$ cat src/rtl/control_ciclo_trabajo.sv
// Push-button front end for the DPWM modulator: synchronizes and debounces both buttons, then
// turns presses into single or auto-repeat steps of a saturating duty setpoint with an update strobe.
//   state  | meaning
//   IDLE   | no active request, waiting for a fresh stable press
//   HOLD   | first step taken, timing the delay before auto-repeat
//   REPEAT | auto-repeat running, one step every REPEAT_PERIOD cycles
module control_ciclo_trabajo #(
    parameter int unsigned DEBOUNCE_CYCLES = 500000,
    parameter int unsigned REPEAT_DELAY    = 50000000,
    parameter int unsigned REPEAT_PERIOD   = 10000000,
    parameter int unsigned DUTY_WIDTH      = 4,
    parameter int unsigned DUTY_MAX        = 15,
    parameter int unsigned DUTY_RESET      = 8
) (
    input  logic                  CLK_FPGA_BOARD,
    input  logic                  reinicio,
    input  logic                  boton_aumentar,
    input  logic                  boton_disminuir,
    output logic [DUTY_WIDTH-1:0] ciclo_trabajo,
    output logic                  actualizar,
    output logic                  limite
);

    localparam int unsigned DB_W    = $clog2(DEBOUNCE_CYCLES + 1);
    localparam int unsigned TMR_MAX = (REPEAT_DELAY > REPEAT_PERIOD) ? REPEAT_DELAY : REPEAT_PERIOD;
    localparam int unsigned TMR_W   = $clog2(TMR_MAX);

    localparam logic [DUTY_WIDTH-1:0] DUTY_TOP   = DUTY_WIDTH'(DUTY_MAX);
    localparam logic [DUTY_WIDTH-1:0] DUTY_INIT  = DUTY_WIDTH'(DUTY_RESET);
    localparam logic                  LIMIT_INIT = (DUTY_RESET == 0) || (DUTY_RESET == DUTY_MAX);
    localparam logic [DB_W-1:0]       DB_LAST    = DB_W'(DEBOUNCE_CYCLES);
    localparam logic [TMR_W-1:0]      DELAY_LAST = TMR_W'(REPEAT_DELAY - 1);
    localparam logic [TMR_W-1:0]      PER_LAST   = TMR_W'(REPEAT_PERIOD - 1);

    typedef enum logic [1:0] {
        IDLE   = 2'd0,
        HOLD   = 2'd1,
        REPEAT = 2'd2
    } state_t;

    // Bit 0 carries boton_aumentar, bit 1 carries boton_disminuir.
    logic [1:0]           sync1_q, sync2_q;
    logic [1:0]           stable_q, stable_d;
    logic [1:0]           prev_q;
    logic [1:0][DB_W-1:0] db_cnt_q, db_cnt_d;

    state_t               state_q, state_d;
    logic [TMR_W-1:0]     timer_q, timer_d;
    logic                 dir_up_q, dir_up_d;
    logic [DUTY_WIDTH-1:0] duty_q, duty_d;
    logic                 act_q, act_d;
    logic                 lim_q, lim_d;

    logic [1:0] rise;
    logic       req_up, req_dn, req_ok, step;

    always_comb begin
        stable_d = stable_q;
        db_cnt_d = '0;
        for (int i = 0; i < 2; i++) begin
            if (sync2_q[i] != stable_q[i]) begin
                if (db_cnt_q[i] == DB_LAST) begin
                    stable_d[i] = ~stable_q[i];
                end else begin
                    db_cnt_d[i] = db_cnt_q[i] + 1'b1;
                end
            end
        end
    end

    assign rise   = stable_q & ~prev_q;
    assign req_up = stable_q[0] & ~stable_q[1];
    assign req_dn = stable_q[1] & ~stable_q[0];
    assign req_ok = dir_up_q ? req_up : req_dn;

    always_comb begin
        state_d  = state_q;
        timer_d  = timer_q;
        dir_up_d = dir_up_q;
        step     = 1'b0;
        case (state_q)
            IDLE: begin
                if (rise[0] && !stable_q[1]) begin
                    step     = 1'b1;
                    dir_up_d = 1'b1;
                    timer_d  = '0;
                    state_d  = HOLD;
                end else if (rise[1] && !stable_q[0]) begin
                    step     = 1'b1;
                    dir_up_d = 1'b0;
                    timer_d  = '0;
                    state_d  = HOLD;
                end
            end
            HOLD: begin
                if (!req_ok) begin
                    state_d = IDLE;
                end else if (timer_q == DELAY_LAST) begin
                    step    = 1'b1;
                    timer_d = '0;
                    state_d = REPEAT;
                end else begin
                    timer_d = timer_q + 1'b1;
                end
            end
            REPEAT: begin
                if (!req_ok) begin
                    state_d = IDLE;
                end else if (timer_q == PER_LAST) begin
                    step    = 1'b1;
                    timer_d = '0;
                end else begin
                    timer_d = timer_q + 1'b1;
                end
            end
            default: state_d = IDLE;
        endcase
    end

    // A step at a rail is swallowed: no value change and no strobe.
    always_comb begin
        duty_d = duty_q;
        act_d  = 1'b0;
        if (step) begin
            if (dir_up_d && (duty_q < DUTY_TOP)) begin
                duty_d = duty_q + 1'b1;
                act_d  = 1'b1;
            end else if (!dir_up_d && (duty_q != '0)) begin
                duty_d = duty_q - 1'b1;
                act_d  = 1'b1;
            end
        end
        lim_d = (duty_d == '0) || (duty_d == DUTY_TOP);
    end

    always_ff @(posedge CLK_FPGA_BOARD or negedge reinicio) begin
        if (!reinicio) begin
            sync1_q  <= '0;
            sync2_q  <= '0;
            stable_q <= '0;
            prev_q   <= '0;
            db_cnt_q <= '0;
            state_q  <= IDLE;
            timer_q  <= '0;
            dir_up_q <= 1'b0;
            duty_q   <= DUTY_INIT;
            act_q    <= 1'b0;
            lim_q    <= LIMIT_INIT;
        end else begin
            sync1_q  <= {boton_disminuir, boton_aumentar};
            sync2_q  <= sync1_q;
            stable_q <= stable_d;
            prev_q   <= stable_q;
            db_cnt_q <= db_cnt_d;
            state_q  <= state_d;
            timer_q  <= timer_d;
            dir_up_q <= dir_up_d;
            duty_q   <= duty_d;
            act_q    <= act_d;
            lim_q    <= lim_d;
        end
    end

    assign ciclo_trabajo = duty_q;
    assign actualizar    = act_q;
    assign limite        = lim_q;

endmodule

$ cat config.mk
export PLATFORM = sky130hd
export DESIGN_NAME = control_ciclo_trabajo
export DESIGN_NICKNAME = d
export VERILOG_FILES = /design/src/rtl/control_ciclo_trabajo.sv
export SDC_FILE = /design/constraint.sdc
export NUM_CORES = 1
export LEC_CHECK = 0
export CORE_AREA = 2 2 154 81
export CTS_BUF_LIST = sky130_fd_sc_hd__clkbuf_4 sky130_fd_sc_hd__clkbuf_8 sky130_fd_sc_hd__clkbuf_16
export DETAILED_ROUTE_END_ITERATION = 6
export DIE_AREA = 0 0 156 83
export GPL_TIMING_DRIVEN = 0
export PLACE_DENSITY = 0.56
export SLEW_MARGIN = 0
export SYNTH_ARGS = -nofsm -noshare
export SYNTH_HDL_FRONTEND = slang
export SYNTH_SLANG_ARGS = --single-unit
$ cat constraint.sdc
create_clock -name CLK_FPGA_BOARD -period 3.8 [get_ports CLK_FPGA_BOARD]
set_input_delay 0.76 -clock CLK_FPGA_BOARD [delete_from_list [all_inputs] [get_ports CLK_FPGA_BOARD]]
set_output_delay 0.76 -clock CLK_FPGA_BOARD [all_outputs]
set_load 0.02 [all_outputs]
==> impl_metrics.ini <==
[status]
status = completed

[setup_path]
path_cells = or4b_1, nor4_4, a21boi_0, o21ai_1, and2_1, clkbuf_1, clkbuf_1, nor2_1
path_delay_family = simple AND/OR/NAND/NOR gates
crit_type = reg -> reg
slowest_stage = or4b_1
crit_top_cell = clkbuf_1
end_kind = register
crit_buf_inv = 2
arrival_ns = 3.47
cp-start-kind = register
cp_max_fo = 10
slowest_delay_ns = 0.60
required_ns = 4.01

[floorplan]
initial_core_util = 0.3756
core_area_um2 = 11530
die_area_um2 = 12950
die_w_um = 156
die_h_um = 83
ios = 10
rows = 28

[cts]
root_buffer = clkbuf_16
htreeDepth = 3
clock_tree.buffer_depth = 2
cts_tree = yes
cts_hold_buf = 0
clock_latency_ns = 0.35
cts_buffers = 9
post-cts-setup-buffer-count = 0
clk_pin_slew_worst_paths_ns = 0.06
clock-sinks = 81
cts_resized = 0

[timing]
slew_violations = 0
fin_crit_sh = 0.8587
rsz0062_at_grt = false
slew_headroom = 0.4669
worst_slack_ns = 0.5368
setup_viol_count_final = 0
timing.final.hold_violations = 0
min_period_ns = 3.263
fin_skew_ns = 0.007118
fmax_mhz = 306.4
tns_ns = 0
tightest_slew_ns = 0.7929

[global_routing]
gr-total-overflow = 0
grt_max_degree = 46
grt_pass1_wl_um = 15730
antenna_found_initial = 0
track_usage = 0.1536
first_global_vias = 3116

[drt]
wl_met3_um = 417
routed-wl-met2_um = 3402
wl_per_cell_um = 14.35
routed.top_layer = met4
drc = 0
wl_met1_um = 5166
drt-initial-drc-count = 215
drt_first_pass_iters = 4
wl_um = 9084
vias = 3279
vias_per_cell = 5.180
ant_nets = 0

[synth]
async_flop_share = 1.000
yosysWarningCount = 0
syn_nets = 472
syn-instance-count = 457
yosysUniqueCellTypes = 64
ys.flop_type = dfrtp_1
syn_avg_cell_area_um2 = 9.473
ys_ff_latch = 81
synth_area_um2 = 4329
synth-seq-area-share = 0.4685
synth_edf_count = 0

[placement]
dp_slack_ns = 0.5485
place_congestion = 0.8314
dp_hpwl_um = 6613
port_buffers = 9

[power]
leakage_uw = 0.002138
powerDensity_nw_per_um2 = 380.1
vdd_drop_max_uv = 193.8
finalPower_uw = 1885

[final_layout]
antenna_cells = 0
areaGrowthSynthToFinish_pct = 14.57
final_util = 0.4303
layout_common_cells = dfrtp_1, nor2_1, nand2_1, nand3_1
fillerInstances = 1097
layout_commonest_cell = dfrtp_1
drive_gt1_frac = 0.07246
nets = 493

[flow_run]
maxCapViolCount = 0

[hold_path]
hp-class = reg -> reg
[Yosys cell counts, drive strengths merged (3+ instances only)]
master	instances	area, um2
xor2	24	210.2
and3	12	75.07
o211ai	4	30.03
nor3	12	60.06
nor2	70	262.8
nand2	34	127.6
a21oi	15	75.07
and2	3	18.77
nor4	9	77.57
or3	7	43.79
o21ai	16	80.07
nand4b	4	35.03
ha	11	137.6
inv	16	60.06
nand2b	6	37.54
clkbuf	11	41.29
a211o	3	27.53
or4b	3	30.03
dfrtp	80	2002
o31ai	5	37.54
nand4	6	37.54
or2	5	31.28
a21boi	4	30.03
a21o	3	23.77
nand3	33	165.2
xnor2	24	210.2
[worst paths after layout]
kind / slack [ns] / startpoint / end / depth (start not counted)
worst max-delay path: 0.54 / timer_q[16]$_DFFE_PN0P_ / timer_q[10]$_DFFE_PN0P_ / 8
worst min-delay path: 0.35 / sync1_q[1]$_DFF_PN0_ / sync2_q[1]$_DFF_PN0_ / 0
worst max register to register: 0.54 / timer_q[16]$_DFFE_PN0P_ / timer_q[10]$_DFFE_PN0P_ / 8
worst min register to register: 0.35 / sync1_q[1]$_DFF_PN0_ / sync2_q[1]$_DFF_PN0_ / 0
max in group asynchronous: 2.70 / reinicio / ciclo_trabajo[3]$_DFF_PN1_ / 2
min in group asynchronous: 0.42 / reinicio / timer_q[6]$_DFFE_PN0P_ / 1
[per-layer routing]
metal  global-route usage  vias to the layer above
li1                     -                     1647
met1               0.2463                     1568
met2               0.1939                       53
met3              0.04541                       11
met4              0.04254                        0
met5                    0                        -
[registers in the layout, indices dropped and copies added (netlist names), 2 cells and up]
signal	count
sync1_q	2
ciclo_trabajo	4
timer_q	26
state_q	2
sync2_q	2
prev_q	2
db_cnt_q	38
stable_q	2
[cell type report]
type | instances | area, um2 | area share
plain buffers | 12 | 45.04 | 0.009082
repair buffers | 10 | 107.6 | 0.02170
clock buffers | 12 | 260.3 | 0.05247
flip-flops and latches | 81 | 2028 | 0.4089
well taps | 150 | 187.7 | 0.03784
clock inverters | 4 | 75.07 | 0.01514
multi-input cells | 348 | 2196 | 0.4427
inverters | 16 | 60.06 | 0.01211
[metrics by stage]
| step | instance area, um2 | hold slack (ns) | instances |
|---|---|---|---|
| final | 4960 | 0.3536 | 633 |
| after global routing | 4960 | 0.3673 | 633 |
| after CTS | 4960 | 0.3553 | 633 |
| after detailed placement | 4624 | 0.3418 | 617 |
| after global placement | 4607 | 0.3382 | 616 |
| after floorplan | 4329 | 0.3312 | 457 |
[logic make-up (layout without fill, tap and decap cells)]
kind of cell | Yosys count | after routing | synth area share
xor gates and xnor gates | 48 | 48 | 0.09711
adders and majority gates | 11 | 11 | 0.03179
AOI/OAI and AO/OA | 69 | 69 | 0.1139
muxes | 2 | 2 | 0.005202
and+or+nand+nor | 218 | 218 | 0.2592
buffers and inverters | 28 | 54 | 0.02428
DFF | 81 | 81 | 0.4685
[power breakdown]
part,total (uW),internal (uW),switching [uW]
Sequential,878,870,7.70
Clock,964,618,345
Combinational,43.9,13.3,30.6
Total,1890,1500,384
No activity file was read; power rests on OpenSTA's default activity.
